### src/rtl/equation_pkg.sv
`default_nettype none
// ============================================================================
// Module      : equation_pkg
// Description : Shared widths and pipeline depth for the equation datapath.
//               IN_W    - operand width
//               OUT_W   - result / partial-sum width (results wrap mod 2^OUT_W)
//               LATENCY - rising edges from operand sampling to E
// Revision    : 1.0 - initial release
// ============================================================================
package equation_pkg;

  localparam int IN_W    = 8;
  localparam int OUT_W   = 16;
  localparam int LATENCY = 4;

  // Operand sum needs two guard bits so that three IN_W operands never overflow.
  localparam int SUM_W   = IN_W + 2;

endpackage
`default_nettype wire

### src/rtl/equation_mac.sv
`default_nettype none
// ============================================================================
// Module      : equation_mac
// Description : Registered multiply-accumulate stage.
//               out <= acc_in + x*y  (mod 2^OUT_W), async active-high reset.
// Ports       : clk    - rising-edge clock
//               rst    - asynchronous active-high reset, clears out
//               acc_in - partial sum from the previous stage
//               x, y   - unsigned operands
//               out    - registered partial sum
// Revision    : 1.0 - initial release
// ============================================================================
module equation_mac
  import equation_pkg::*;
(
  input  logic             clk,
  input  logic             rst,
  input  logic [OUT_W-1:0] acc_in,
  input  logic [IN_W-1:0]  x,
  input  logic [IN_W-1:0]  y,
  output logic [OUT_W-1:0] out
);

  logic [OUT_W-1:0] prod;

  // Operands are zero-extended first so the 8x8 product is exact in 16 bits.
  assign prod = OUT_W'(x) * OUT_W'(y);

  always_ff @(posedge clk or posedge rst) begin
    if (rst) begin
      out <= '0;
    end else begin
      out <= acc_in + prod;
    end
  end

endmodule
`default_nettype wire

### src/rtl/equation.sv
`default_nettype none
// ============================================================================
// Module      : equation
// Description : Four-stage pipeline computing
//               E = A*B + B*C + A*C + A + B + C  (mod 2^16)
//               One operand set accepted per cycle, result after 4 edges.
// Ports       : clk      - rising-edge clock
//               rst      - asynchronous active-high reset, clears all state
//               A, B, C  - 8-bit unsigned operands
//               s1       - stage-1 register, A*B
//               s2       - stage-2 register, A*B + B*C
//               s3       - stage-3 register, A*B + B*C + A*C
//               E        - final result
// Revision    : 1.0 - initial release
// ============================================================================
module equation
  import equation_pkg::*;
(
  input  logic             clk,
  input  logic             rst,
  input  logic [IN_W-1:0]  A,
  input  logic [IN_W-1:0]  B,
  input  logic [IN_W-1:0]  C,
  output logic [OUT_W-1:0] s1,
  output logic [OUT_W-1:0] s2,
  output logic [OUT_W-1:0] s3,
  output logic [OUT_W-1:0] E
);

  // Operand copies: index k holds the operands that entered k edges ago,
  // so each stage sees the operands belonging to its own partial sum.
  logic [IN_W-1:0] a_dly [1:LATENCY-1];
  logic [IN_W-1:0] b_dly [1:LATENCY-1];
  logic [IN_W-1:0] c_dly [1:LATENCY-1];

  logic [SUM_W-1:0] opnd_sum;

  always_ff @(posedge clk or posedge rst) begin
    if (rst) begin
      a_dly[1] <= '0;
      b_dly[1] <= '0;
      c_dly[1] <= '0;
    end else begin
      a_dly[1] <= A;
      b_dly[1] <= B;
      c_dly[1] <= C;
    end
  end

  for (genvar k = 2; k < LATENCY; k++) begin : g_dly
    always_ff @(posedge clk or posedge rst) begin
      if (rst) begin
        a_dly[k] <= '0;
        b_dly[k] <= '0;
        c_dly[k] <= '0;
      end else begin
        a_dly[k] <= a_dly[k-1];
        b_dly[k] <= b_dly[k-1];
        c_dly[k] <= c_dly[k-1];
      end
    end
  end

  // Stage 1: A*B, nothing to accumulate yet.
  equation_mac u_stage1 (
    .clk    (clk),
    .rst    (rst),
    .acc_in ('0),
    .x      (A),
    .y      (B),
    .out    (s1)
  );

  // Stage 2: add B*C using the operands that produced s1.
  equation_mac u_stage2 (
    .clk    (clk),
    .rst    (rst),
    .acc_in (s1),
    .x      (b_dly[1]),
    .y      (c_dly[1]),
    .out    (s2)
  );

  // Stage 3: add A*C using the operands that produced s2.
  equation_mac u_stage3 (
    .clk    (clk),
    .rst    (rst),
    .acc_in (s2),
    .x      (a_dly[2]),
    .y      (c_dly[2]),
    .out    (s3)
  );

  // Stage 4: add the linear terms; sum is widened before adding to avoid loss.
  assign opnd_sum = SUM_W'(a_dly[LATENCY-1]) + SUM_W'(b_dly[LATENCY-1])
                  + SUM_W'(c_dly[LATENCY-1]);

  always_ff @(posedge clk or posedge rst) begin
    if (rst) begin
      E <= '0;
    end else begin
      E <= s3 + OUT_W'(opnd_sum);
    end
  end

endmodule
`default_nettype wire

### config.mk
export PLATFORM = sky130hd
export DESIGN_NAME = equation
export DESIGN_NICKNAME = d
export VERILOG_FILES = /design/src/rtl/equation_pkg.sv /design/src/rtl/equation_mac.sv /design/src/rtl/equation.sv
export SDC_FILE = /design/constraint.sdc
export NUM_CORES = 1
export LEC_CHECK = 0
export BUFFER_PORTS_ARGS = -buffer_cell sky130_fd_sc_hd__buf_2
export CORE_ASPECT_RATIO = 2
export CORE_MARGIN = 4
export CORE_UTILIZATION = 35
export CTS_BUF_LIST = sky130_fd_sc_hd__clkbuf_8
export CTS_CLUSTER_SIZE = 8
export DETAILED_ROUTE_END_ITERATION = 12
export SLEW_MARGIN = 20
export SYNTH_ARGS = -nofsm -noshare
export SYNTH_HDL_FRONTEND = slang
export SYNTH_HIERARCHICAL = 1
export SYNTH_SLANG_ARGS = --single-unit
### constraint.sdc
create_clock -name clk -period 4.5 [get_ports clk]
set_clock_uncertainty 0.15 [all_clocks]
set_input_delay 0.9 -clock clk [delete_from_list [all_inputs] [get_ports clk]]
set_output_delay 0.9 -clock clk [all_outputs]
set_load 0.01 [all_outputs]
Word level (Yosys, flattened, before mapping):

Index checks and enable logic that the tools add are counted.

* register bits: 136
* bits in latches: 0
* memory bits (writable): 0
* bits in read-only memories: 0
* input bits: 26
* output and inout bits: 64
* logic and storage cells: 21
* memories kept: 0

* $add $sub $neg: 5
* $mul: 3
* divide/modulo/power cells: 0
* $lt $le $gt $ge: 0
* eq/ne operators: 0
* shift operators: 0
* muxes and demuxes: 0
* bitwise gates (word level): 0
* reduce and logical (&&, ||, !) cells: 0

Operators by type and width (count)
* $mul 8x8->16: 3
* $add 16x16->16: 2
* $add 16x10->16: 1
* $add 9x8->10: 1
* $add 8x8->9: 1

Longest topological paths before layout:

Gate-level depths: netlist (run 1).

* depth in word-level cells: 3
* depth in mapped cells: 19
* gate-level depth less buffers: 19

Cells and area by module:

Netlist (run 1), hierarchy kept.

Modules (own cells, without submodules)
* equation: times used 1, cells each 247, area an instance 3440.8 µm², seq. area each 2202.1 µm²
* equation_mac at u_stage3: times used 1, cells each 339, area an instance 3060.4 µm², seq. area each 400.4 µm²
* equation_mac at u_stage2: times used 1, cells each 336, area an instance 3037.9 µm², seq. area each 400.4 µm²
* equation_mac at u_stage1: times used 1, cells each 334, area an instance 3026.7 µm², seq. area each 400.4 µm²

Least setup slack after synthesis (run 1):

OpenSTA, ideal clock, no wires.

* path kind: input port to flip-flop
* start point: in B[7]
* end point: reg u_stage1.out[12]
* setup time: 69 ps
* arrival: 4430 ps
* data required time: 4281 ps
* slack: -150 ps
* stages on the path: 14
* path buffers: 0
* cell sequence: nand2_1 -> fa_1 -> fa_1 -> inv_1 -> fa_1 -> inv_1 -> fa_1 -> inv_1 -> ha_1 -> and2_4 -> a221oi_4 -> a21oi_2 -> nor4_1 -> nand3b_1

* cells in the longest elaborated chain, start to end: 1

RTL lines
* start, declared: RTL line equation.sv:22 `input logic [IN_W-1:0] B,`
* $mul 8x8->16: RTL line equation_mac.sv:27 `assign prod = OUT_W'(x) * OUT_W'(y);`
* end signal, assigned: RTL line equation_mac.sv:33 `out <= acc_in + prod;`
* end, declared: RTL line equation_mac.sv:21 `output logic [OUT_W-1:0] out`

Every way passes these cells.

Worst setup path in the final report (run 1):

* start point: in A[6]
* end point: reg u_stage1.out[15]

* cells in the longest elaborated chain, start to end: 1

RTL lines
* start, declared: RTL line equation.sv:21 `input logic [IN_W-1:0] A,`
* $mul 8x8->16: RTL line equation_mac.sv:27

Every way passes these cells.

==> results.json, run 1 <==
{
  "synth_cells": 1256,
  "drv_cap": 0,
  "r2r_start": "b_dly[22]",
  "routed_wire_length_mm": 30.3,
  "grt_antenna_before_repair": 1,
  "timing.critical_path.from": "A[6]",
  "portion_of_the_post_synthesis_area_used_by_sequential_elements_pct": 27.1,
  "holdBufCountCts": 0,
  "timing.hold.worst.class": "reg2reg",
  "nFillCells": 3564,
  "tritoncts.num_buffers": 17,
  "io_pins": 90,
  "fp.coreArea_mm2": 0.0352,
  "finalWorstPathRequiredPeriod_ns": 4.33,
  "synth_enable_flop_cells": 0,
  "wl_per_cell_um": 16.0,
  "holdCritStartpoint": "a_dly[22]",
  "grt_pass1_vias": 10018,
  "io_buffers": 89,
  "post_synth_instance_area_mm2": 0.0126,
  "synthFlopType": "dfrtp_1",
  "cp-start-kind": "input pin",
  "rsz0062_at_grt": "yes",
  "arrival_time_of_data_at_the_critical_path_endpoint_ns": 4.59,
  "path_clk_slew_ns": 0.09,
  "pwr_density_cell_mw_per_mm2": 786,
  "clock_insertion_delay_worst_skew_ns": 0.48,
  "place.gp.congestion": 0.858,
  "final-setup-viol-count": 0,
  "cts_max_level": 4,
  "worst-slew-pin-transition_ns": 0.763,
  "dr.pass1.iters": 5,
  "pre_cts_ws_ns": -0.342,
  "irDropWorstVdd_mv": 0.398,
  "synthesized_area_per_cell_um2": 10.0,
  "grt_usage_pct": 16.2,
  "drive_above_1_share_pct": 17.8,
  "clk_path_buf_depth": 2,
  "detailroute.via_count": 8933,
  "final.period_utilization_pct": 96.2,
  "count_of_warnings_emitted_by_yosys": 6,
  "floorplan.rows": 97,
  "clkSinkCount": 136,
  "synth.ff_latch_count": 136,
  "synth_async_sr_flop_share_pct": 100,
  "slew_headroom_pct": 49.1,
  "cts_root_buffer_type": "clkbuf_8",
  "required_ns": 4.76,
  "outcome": "complete, no violations",
  "dp_hpwl_mm": 26.4,
  "seqCellArea_mm2": 0.00343,
  "final_critical_path_setup_slack_ns": 0.171,
  "detail_route.drc_violations": 0,
  "maxClockFrequency_mhz": 231,
  "final_antenna_net_count": 0,
  "die-width_um": 142,
  "synth_cell_types": 58,
  "drtIter0Drc": 203,
  "fp.dieH_um": 276,
  "worst-path-max-fanout": 6,
  "layout.cells.most_common_list": "309 x inv_1, 153 x fa_1, 125 x ha_1",
  "drv_slew": 0,
  "synthToLayoutAreaGrowth_pct": 16.3,
  "p_leak_nw": 7.48,
  "mostFrequentLayoutCell": "inv_1",
  "worst_setup_path_end_kind": "flop",
  "multi_input_comb_area_mm2": 0.00812,
  "effective_utilization_at_floorplan_pct": 35.7,
  "route.detailed.vias_per_inst": 4.70,
  "tns_ns": 0,
  "grt_start_max_net_pins": 81,
  "cts_tree": "built",
  "start_to_end_type_of_the_worst_setup_path": "in2reg",
  "gr-total-overflow": 0,
  "num-nets-final": 1751,
  "global_route_wire_length_before_repair_mm": 48.9,
  "die_outline_area_mm2": 0.0392,
  "number_of_endpoints_with_negative_hold_slack_in_the_final_report": 0
}
[cell type report]
type                       instances  share of cell area (%)
antenna                            1                  0.0171
inverter                         308                    7.94
clock buffer                      20                    1.88
timing repair buffer             157                    6.75
tap                              445                    3.81
sequential                       136                    23.4
clock inverter                    12                   0.625
multi-input combinational        820                    55.5
[per-layer routing]
layer / up-vias / track usage, % / wire length, um / share of wire [%]
met1: 4478 / 13.7 / 9060 / 30
met4: 0 / 7.46 / 1150 / 3.8
li1: 4230 / - / - / -
met2: 163 / 34.9 / 19300 / 64
met5: - / 0 / 0 / 0
met3: 62 / 2.18 / 839 / 2.8
[cells in the mapped netlist, drive strengths merged (2+ instances only)]
cell type  instances  share of area (%)
and2             103                5.2
nor2b             10               0.68
a211oi             3               0.18
a21boi             3               0.27
o21bai             7               0.42
nand3             26                1.0
buf                3               0.12
o211ai             3               0.18
or2                4               0.20
nor4b              3               0.26
o41ai              2               0.29
o21a              14               0.84
o31a               4               0.49
a31o               5               0.35
ha               132                 13
inv              308                9.2
o31ai              2               0.16
o2111ai            3               0.21
o311ai             3               0.63
and4b              3               0.24
nand2            119                3.6
fa               153                 24
nor3b              3               0.18
a21o               9               0.54
or3                3               0.15
o21ai             18               0.72
xnor2             39                2.7
a221oi             7               0.96
nand4              6               0.30
nor4               3               0.15
a21oi             42                1.8
nand3b             4               0.24
xor2              12               0.84
nand2b             7               0.35
nor2              35                1.0
nor3               8               0.44
clkbuf             4               0.13
dfrtp            136                 27
[logic make-up after synthesis]
kind of cell / Yosys count / share of synthesized area (%)
AND/OR/NAND/NOR: 338 / 14.0
buffers and inverters: 315 / 9.45
adder cells (fa/ha/maj): 285 / 37.5
flip-flops: 136 / 27.1
AO/OA/AOI/OAI: 130 / 8.31
XOR/XNOR: 51 / 3.55
other: 1 / 0.0298
[flip-flops by register name, summed over array words and instances, names as in the netlist]
name,cells
b_dly,24
u_stage1/out,16
E,16
a_dly,24
c_dly,24
u_stage2/out,16
u_stage3/out,16
[stage by stage]
stage	power, mW	area [um^2]	utilization [%]	hold slack, ns	instances
4_1_cts	11.6	14500	41.2	0.208	1894
3_3_place_gp	10.3	14100	40.1	0.182	1862
2_1_floorplan	8.32	12700	-	0.181	1271
6_report	11.5	14600	41.5	0.202	1899
3_5_place_dp	10.6	14100	40.1	0.186	1862
5_1_grt	12.8	14600	41.5	0.210	1899
[final timing paths]
path,to,slack [ns],cells after the start
min reg2reg,a_dly[14],0.20,0
min,a_dly[14],0.20,0
max reg2reg,u_stage2/out[15],0.19,13
max,u_stage1/out[15],0.17,15
max in group asynchronous,a_dly[10],3.13,3
min in group asynchronous,u_stage3/out[0],0.41,2
[what timing repair did]
item	4_1_cts	5_1_grt
buffers inserted	0	4
gates resized for setup	0	47
setup endpoints to repair	0	16
endpoints found under the hold margin	0	0
[worst max-delay path, stage by stage]
cell and delay [ns]:
buf_2 0.14, nand2_1 0.09, fa_1 0.53, inv_1 0.06, fa_1 0.54, inv_1 0.06, fa_1 0.45, fa_1 0.52
inv_1 0.04, ha_1 0.35, a21oi_1 0.19, nand2b_1 0.17, nor4b_2 0.23, a31o_2 0.20, xnor2_1 0.10
[power breakdown]
group / leakage [nW] / total, mW / switching (mW) / internal [mW]
clock: 0.186 / 0.958 / 0.528 / 0.430
combinational: 5.73 / 8.60 / 4.68 / 3.92
sequential: 1.56 / 1.93 / 0.276 / 1.65
total: 7.48 / 11.5 / 5.49 / 6.00
(Power assumes the default switching activity.)
==> run 2, diff against run 1 <==
--- a/config.mk
+++ b/config.mk
@@ -6,12 +6,14 @@
 export NUM_CORES = 1
 export LEC_CHECK = 0
 export BUFFER_PORTS_ARGS = -buffer_cell sky130_fd_sc_hd__buf_2
+export CAP_MARGIN = 15
 export CORE_ASPECT_RATIO = 2
 export CORE_MARGIN = 4
 export CORE_UTILIZATION = 35
 export CTS_BUF_LIST = sky130_fd_sc_hd__clkbuf_8
 export CTS_CLUSTER_SIZE = 8
 export DETAILED_ROUTE_END_ITERATION = 12
+export MAX_ROUTING_LAYER = met4
 export SLEW_MARGIN = 20
 export SYNTH_ARGS = -nofsm -noshare
 export SYNTH_HDL_FRONTEND = slang
==> run 2 against run 1 <==
Critical endpoint is now u_stage3/out[15]; total power is 1.2% higher; wire length is 1.6% higher; final cell count is 0.32% higher; core utilization is 0.16 points higher; fmax is 0.21% lower; sequential share of layout area is 0.081 points lower; combinational power is 0.8% higher; count of clock-buffer cells in the layout is 2 lower.
==> results.json, run 2 (synthesis gave the netlist of run 1 again) <==
{
  "fin_util_pct": 41.7,
  "final_critical_path_setup_slack_ns": 0.162,
  "cts_tree": "built",
  "grt_start_max_net_pins": 39,
  "non_filler_instance_count_after_layout": 1905,
  "rsz0062_at_grt": "yes",
  "grt_pass1_vias": 9807,
  "die-width_um": 142,
  "num-nets-final": 1758,
  "sw_frac_of_total_pct": 47.1,
  "start_to_end_type_of_the_worst_setup_path": "reg2reg",
  "worstRegToRegCells": 14,
  "critical_path.most_common_cell": "fa_1",
  "cts_max_level": 4,
  "power_report.internal_total_mw": 6.15,
  "worst-path-buf-inv": 3,
  "holdCritStartpoint": "a_dly[17]",
  "power_frac_clock_pct": 8.9,
  "timing.rr.end": "u_stage3/out[15]",
  "final.period_utilization_pct": 96.4,
  "holdBufCountCts": 0,
  "pre_cts_ws_ns": -0.333,
  "cts_root_buffer_type": "clkbuf_8",
  "cp_slowest_cell": "fa_1",
  "dp_hpwl_mm": 26.4,
  "timing.reg2reg.setup_slack_ns": 0.16,
  "slew_headroom_pct": 52.8,
  "tns_ns": 0,
  "dr.pass1.iters": 5,
  "reg_top3": "a_dly: 24 flops, b_dly: 24 flops, c_dly: 24 flops",
  "p_leak_nw": 7.51,
  "drtIter0Drc": 276,
  "number_of_endpoints_with_negative_hold_slack_in_the_final_report": 0,
  "netSwitchingPower_mw": 5.48,
  "pwr-share-seq_pct": 16.5,
  "cpPeakStageDelay_ns": 0.55,
  "die_outline_area_mm2": 0.0392,
  "min_delay_worst_endpoint": "a_dly[9]",
  "clkSinkCount": 136,
  "number_of_cells_after_detailed_placement": 1863,
  "finalWorstPathRequiredPeriod_ns": 4.34,
  "irDropWorstVdd_mv": 0.362,
  "maxClockFrequency_mhz": 231,
  "detail_route.drc_violations": 0,
  "r2r_start": "a_dly[13]",
  "final-setup-viol-count": 0,
  "routed_wire_length_mm": 30.8,
  "pwr_density_cell_mw_per_mm2": 792,
  "cp-start-kind": "flop",
  "required_ns": 4.72,
  "place_area_mm2": 0.0141,
  "final_antenna_net_count": 0,
  "floorplan.rows": 97,
  "clk_path_buf_depth": 2,
  "effective_utilization_at_floorplan_pct": 35.7,
  "worst-path-max-fanout": 5,
  "io_buffers": 89,
  "place.gp.congestion": 0.871,
  "post-route-cell-area_mm2": 0.0147,
  "clock_insertion_delay_worst_skew_ns": 0.47,
  "arrival_time_of_data_at_the_critical_path_endpoint_ns": 4.56,
  "tritoncts.num_buffers": 17,
  "share_comb_of_total_power_pct": 74.5,
  "cpLargestDelayFamily": "adder cells",
  "path_clk_slew_ns": 0.09,
  "drive_above_1_share_pct": 18.4,
  "layout.cells.most_common_list": "307 x inv_1, 151 x fa_1, 124 x ha_1",
  "detailroute.via_count": 8975,
  "drv_cap": 0,
  "mostFrequentLayoutCell": "inv_1",
  "io_pins": 90,
  "worst_setup_path_end_kind": "flop",
  "worst-slew-pin-transition_ns": 0.707,
  "min_path_cells": 0,
  "drv_slew": 0,
  "global_route_wire_length_before_repair_mm": 49.3,
  "route.detailed.vias_per_inst": 4.71,
  "grt_antenna_before_repair": 1,
  "design_power_total_mw": 11.6,
  "fp.coreArea_mm2": 0.0352,
  "synthToLayoutAreaGrowth_pct": 16.8,
  "final.hold.worst_slack_ns": 0.202,
  "timing.hold.worst.class": "reg2reg",
  "gr-total-overflow": 0,
  "timing.critical_path.cells": "buf_4 > and2_1 > fa_1 > fa_1 > fa_1 > inv_1 > fa_1 > inv_1 > ha_1 > a21oi_1 > nor2_1 > nor4b_2 > a31o_1 > xnor2_1",
  "wl_per_cell_um": 16.2,
  "grt_usage_pct": 16.7,
  "fp.dieH_um": 276,
  "outcome": "complete, no violations"
}
==> run 2: cell types whose count changed in the layout (fill, tap and decap cells not counted), moves of 2 or more <==
cell and delta:
buf_2 +10, inv_6 -3, fa_1 -2, fa_2 +2, clkbuf_8 -2, clkinv_2 +2
inv_1 -2, buf_4 +2, nand2_2 -4, bufinv_16 +2, clkbuf_4 -4, nand2_1 +4
==> run 2: per-layer routing <==
metal  part of all wire [%]  track usage, %
met4                    3.6            6.60
met3                    2.6            2.14
met1                     31            14.7
met5                      0               -
met2                     63            34.6
==> run 2: worst max-delay path by stage <==
stage                     cells after the start          endpoint       from
after global placement                       15  u_stage1/out[15]       A[2]
after detailed placement                     15  u_stage1/out[12]       B[5]
after CTS                                    17  u_stage2/out[15]  c_dly[16]
after global routing                         14  u_stage2/out[12]  b_dly[20]
after floorplan                              14  u_stage1/out[15]       A[2]
final                                        14  u_stage3/out[15]  a_dly[13]
==> run 2: what timing repair did <==
item | 4_1_cts | 5_1_grt
resized for setup | 0 | 36
endpoints found under the setup margin | 0 | 19
buffers inserted | 0 | 10
==> run 2: cell type report <==
class | count | area [um^2]
clock buffers | 18 | 248
clock inverters | 13 | 145
repair buffers | 164 | 1010
flip-flops and latches | 136 | 3430
diodes | 1 | 2.50
inverters | 308 | 1160
multi-input cells | 820 | 8130
well taps | 445 | 557
fillers | 3507 | 20500
==> run 2: power by group through the flow <==
stage / combinational, mW / clock (mW) / sequential (mW)
floorplan: 6.33 / 0 / 1.99
global placement: 8.38 / 0 / 1.96
detailed placement: 8.56 / 0 / 1.96
CTS: 8.61 / 1.07 / 1.94
global route: 9.84 / 1.12 / 1.96
finish: 8.67 / 1.04 / 1.92
==> run 3, diff against run 2 <==
--- a/config.mk
+++ b/config.mk
@@ -5,6 +5,7 @@
 export SDC_FILE = /design/constraint.sdc
 export NUM_CORES = 1
 export LEC_CHECK = 0
+export ABC_AREA = 1
 export BUFFER_PORTS_ARGS = -buffer_cell sky130_fd_sc_hd__buf_2
 export CAP_MARGIN = 15
 export CORE_ASPECT_RATIO = 2
==> run 3 against run 2 <==
Core utilization fell by 1.7 points; global-route usage increased by 0.13 points; sequential cell count did not move; total power down 4.4%; sequential power about the same; register-to-register slack improved by 0.11 ns; via count increased by 14%; setup slack better by 0.11 ns; first-iteration DRC count decreased by 7.2%; non-clock buffer count decreased by 29; critical path type unchanged; count of clock-buffer cells in the layout is 1 lower; synthesized cell count increased by 35%.
==> results.json, run 3 <==
{
  "detailroute.via_count": 10229,
  "tritoncts.num_buffers": 17,
  "start_to_end_type_of_the_worst_setup_path": "reg2reg",
  "timing.critical_path.cells": "nand2_1 > fa_1 > inv_1 > fa_1 > fa_1 > inv_1 > fa_1 > inv_1 > ha_1 > nand2_1 > nand2_1 > nand2_1 > nand2_1 > nand2_1 > nand3_1 > nand2_1 > nand2_1",
  "global_route_wire_length_before_repair_mm": 53.6,
  "cp_slowest_cell": "dfrtp_1",
  "non_filler_instance_count_after_layout": 2288,
  "postCtsResizedCells": 0,
  "worst_setup_path_end_kind": "flop",
  "portion_of_the_post_synthesis_area_used_by_sequential_elements_pct": 25.5,
  "die-width_um": 146,
  "seqCellArea_mm2": 0.00340,
  "arrival_time_of_data_at_the_critical_path_endpoint_ns": 4.44,
  "count_of_warnings_emitted_by_yosys": 6,
  "num-nets-final": 2127,
  "post_synth_instance_area_mm2": 0.0133,
  "cts_tree": "built",
  "clock_insertion_delay_worst_skew_ns": 0.49,
  "timing.hold.worst.class": "reg2reg",
  "place.gp.congestion": 0.946,
  "final.hold.worst_slack_ns": 0.203,
  "pre_cts_ws_ns": -0.207,
  "gr-total-overflow": 0,
  "clkSinkCount": 136,
  "drtIter0Drc": 256,
  "rsz0062_at_grt": "no",
  "fp.coreArea_mm2": 0.0374,
  "min_path_cells": 0,
  "synth.ff_latch_count": 136,
  "fp.dieH_um": 284,
  "synthFlopType": "dfrtp_1",
  "post-synth-top-area-cell": "dfrtp_1",
  "most_common_cell_in_the_netlist": "inv_1",
  "synth.area.top_cells": "dfrtp_1 26%, fa_1 23%, inv_1 15%",
  "yosys.area.top_type_share_pct": 25.5,
  "drv_slew": 0,
  "timing.critical_path.from": "a_dly[14]",
  "required_ns": 4.71,
  "post-route-cell-area_mm2": 0.0150,
  "routed_wire_length_mm": 32.1,
  "number_of_cells_after_detailed_placement": 2256,
  "outcome": "complete, no violations",
  "drive_above_1_share_pct": 10.3,
  "grt_usage_pct": 16.9,
  "multi_input_comb_area_mm2": 0.00777,
  "maxClockFrequency_mhz": 236,
  "clk_path_buf_depth": 2,
  "synth_cells": 1694,
  "critical_path.most_common_cell": "nand2_1",
  "pwr_density_cell_mw_per_mm2": 742,
  "r2r_start": "a_dly[14]",
  "worstRegToRegCells": 17,
  "cts_max_level": 4,
  "final_critical_path_setup_slack_ns": 0.269,
  "number_of_endpoints_with_negative_hold_slack_in_the_final_report": 0,
  "wl_per_cell_um": 14.0,
  "dr.pass1.iters": 6,
  "cts_root_buffer_type": "clkbuf_8",
  "drv_cap": 0,
  "final_antenna_net_count": 0,
  "worst-slew-pin-transition_ns": 0.912,
  "effective_utilization_at_floorplan_pct": 35.7,
  "synthToLayoutAreaGrowth_pct": 12.3,
  "worst-path-max-fanout": 9,
  "finalWorstPathRequiredPeriod_ns": 4.23,
  "synth_cell_types": 26,
  "dp_hpwl_mm": 28.1,
  "synthesized_area_per_cell_um2": 7.88,
  "mostFrequentLayoutCell": "inv_1",
  "place_area_mm2": 0.0146,
  "irDropWorstVdd_mv": 0.271,
  "io_buffers": 89,
  "grt_pass1_vias": 11260,
  "cp-start-kind": "flop",
  "grt_antenna_before_repair": 1,
  "route.detailed.vias_per_inst": 4.47,
  "io_pins": 90,
  "synth.cells.most_frequent": "538 x inv_1, 473 x nand2_1, 153 x fa_1, 136 x dfrtp_1, 132 x ha_1",
  "post-cts-setup-buffer-count": 0,
  "grt_start_max_net_pins": 52,
  "final-setup-viol-count": 0,
  "synth_enable_flop_cells": 0,
  "slew_headroom_pct": 39.2,
  "detail_route.drc_violations": 0,
  "path_clk_slew_ns": 0.09,
  "final.period_utilization_pct": 94.0,
  "holdCritStartpoint": "b_dly[14]",
  "p_leak_nw": 9.32,
  "synth_async_sr_flop_share_pct": 100,
  "reg_top3": "a_dly: 24 flops, b_dly: 24 flops, c_dly: 24 flops",
  "nFillCells": 3784,
  "layout.cells.most_common_list": "537 x inv_1, 473 x nand2_1, 153 x fa_1",
  "die_outline_area_mm2": 0.0415,
  "holdBufCountCts": 0,
  "floorplan.rows": 100,
  "cpPeakStageDelay_ns": 0.67,
  "fin_util_pct": 40.0
}
==> run 3: cell types whose count changed after synthesis, sizes merged, moves of 10 or more <==
cell	delta
xnor2	-28
clkbuf	+44
o21a	-13
nand3	+35
o21ai	-17
xor2	+15
inv	+236
and2	-103
nand2	+360
nor2b	-10
==> run 3: worst paths after layout <==
kind | to | slack (ns)
setup / recovery | u_stage3/out[15] | 0.27
hold / removal | b_dly[6] | 0.20
setup reg to reg | u_stage3/out[15] | 0.27
hold reg to reg | b_dly[6] | 0.20
max in group asynchronous | a_dly[2] | 2.92
min in group asynchronous | u_stage3/out[4] | 0.39
==> run 3: power breakdown <==
| group | leakage, nW | internal (mW) | switching, mW |
|---|---|---|---|
| registers | 1.59 | 1.64 | 0.287 |
| logic | 7.53 | 3.14 | 5.01 |
| clock network | 0.202 | 0.461 | 0.581 |
==> run 3: through the flow <==
step           TNS (ns)  power (mW)
3_3_place_gp      -1.23        10.1
4_1_cts               0        11.3
3_5_place_dp      -1.29        10.2
2_1_floorplan         0        7.92
6_report              0        11.1
5_1_grt               0        12.6
==> run 3: per-layer routing <==
layer	global-route usage (%)	share of wire (%)	vias to the layer above
li1	-	-	5021
met1	14.5	32	4939
met2	34.9	61	193
met3	2.09	2.6	76
met4	7.82	4.1	0
met5	-	0	-
==> run 3: final cells by class <==
| class | instances | share of cell area, % |
|---|---|---|
| Inverter | 544 | 13.6 |
| Timing Repair Buffer | 135 | 5.28 |
| Sequential cell | 136 | 22.7 |
| Tap cell | 459 | 3.83 |
| Multi-Input combinational cell | 982 | 51.9 |
| Antenna cell | 1 | 0.0167 |
| Clock buffer | 17 | 1.56 |
| Clock inverter | 14 | 1.05 |
==> run 3: critical path: cells and delay by family (launching register included) <==
family        cells  cell delay, ns
buf+inv           3            0.14
fa+ha+maj         5            2.35
flops             1            0.67
simple gates      9            0.79
==> run 3: logic make-up after synthesis <==
kind of cell	synth area share (%)
simple gates	18.0
fa+ha+maj	35.3
buf+inv	16.7
xor+xnor	2.49
flops	25.5
compound gates	1.92
other cells	0.0281
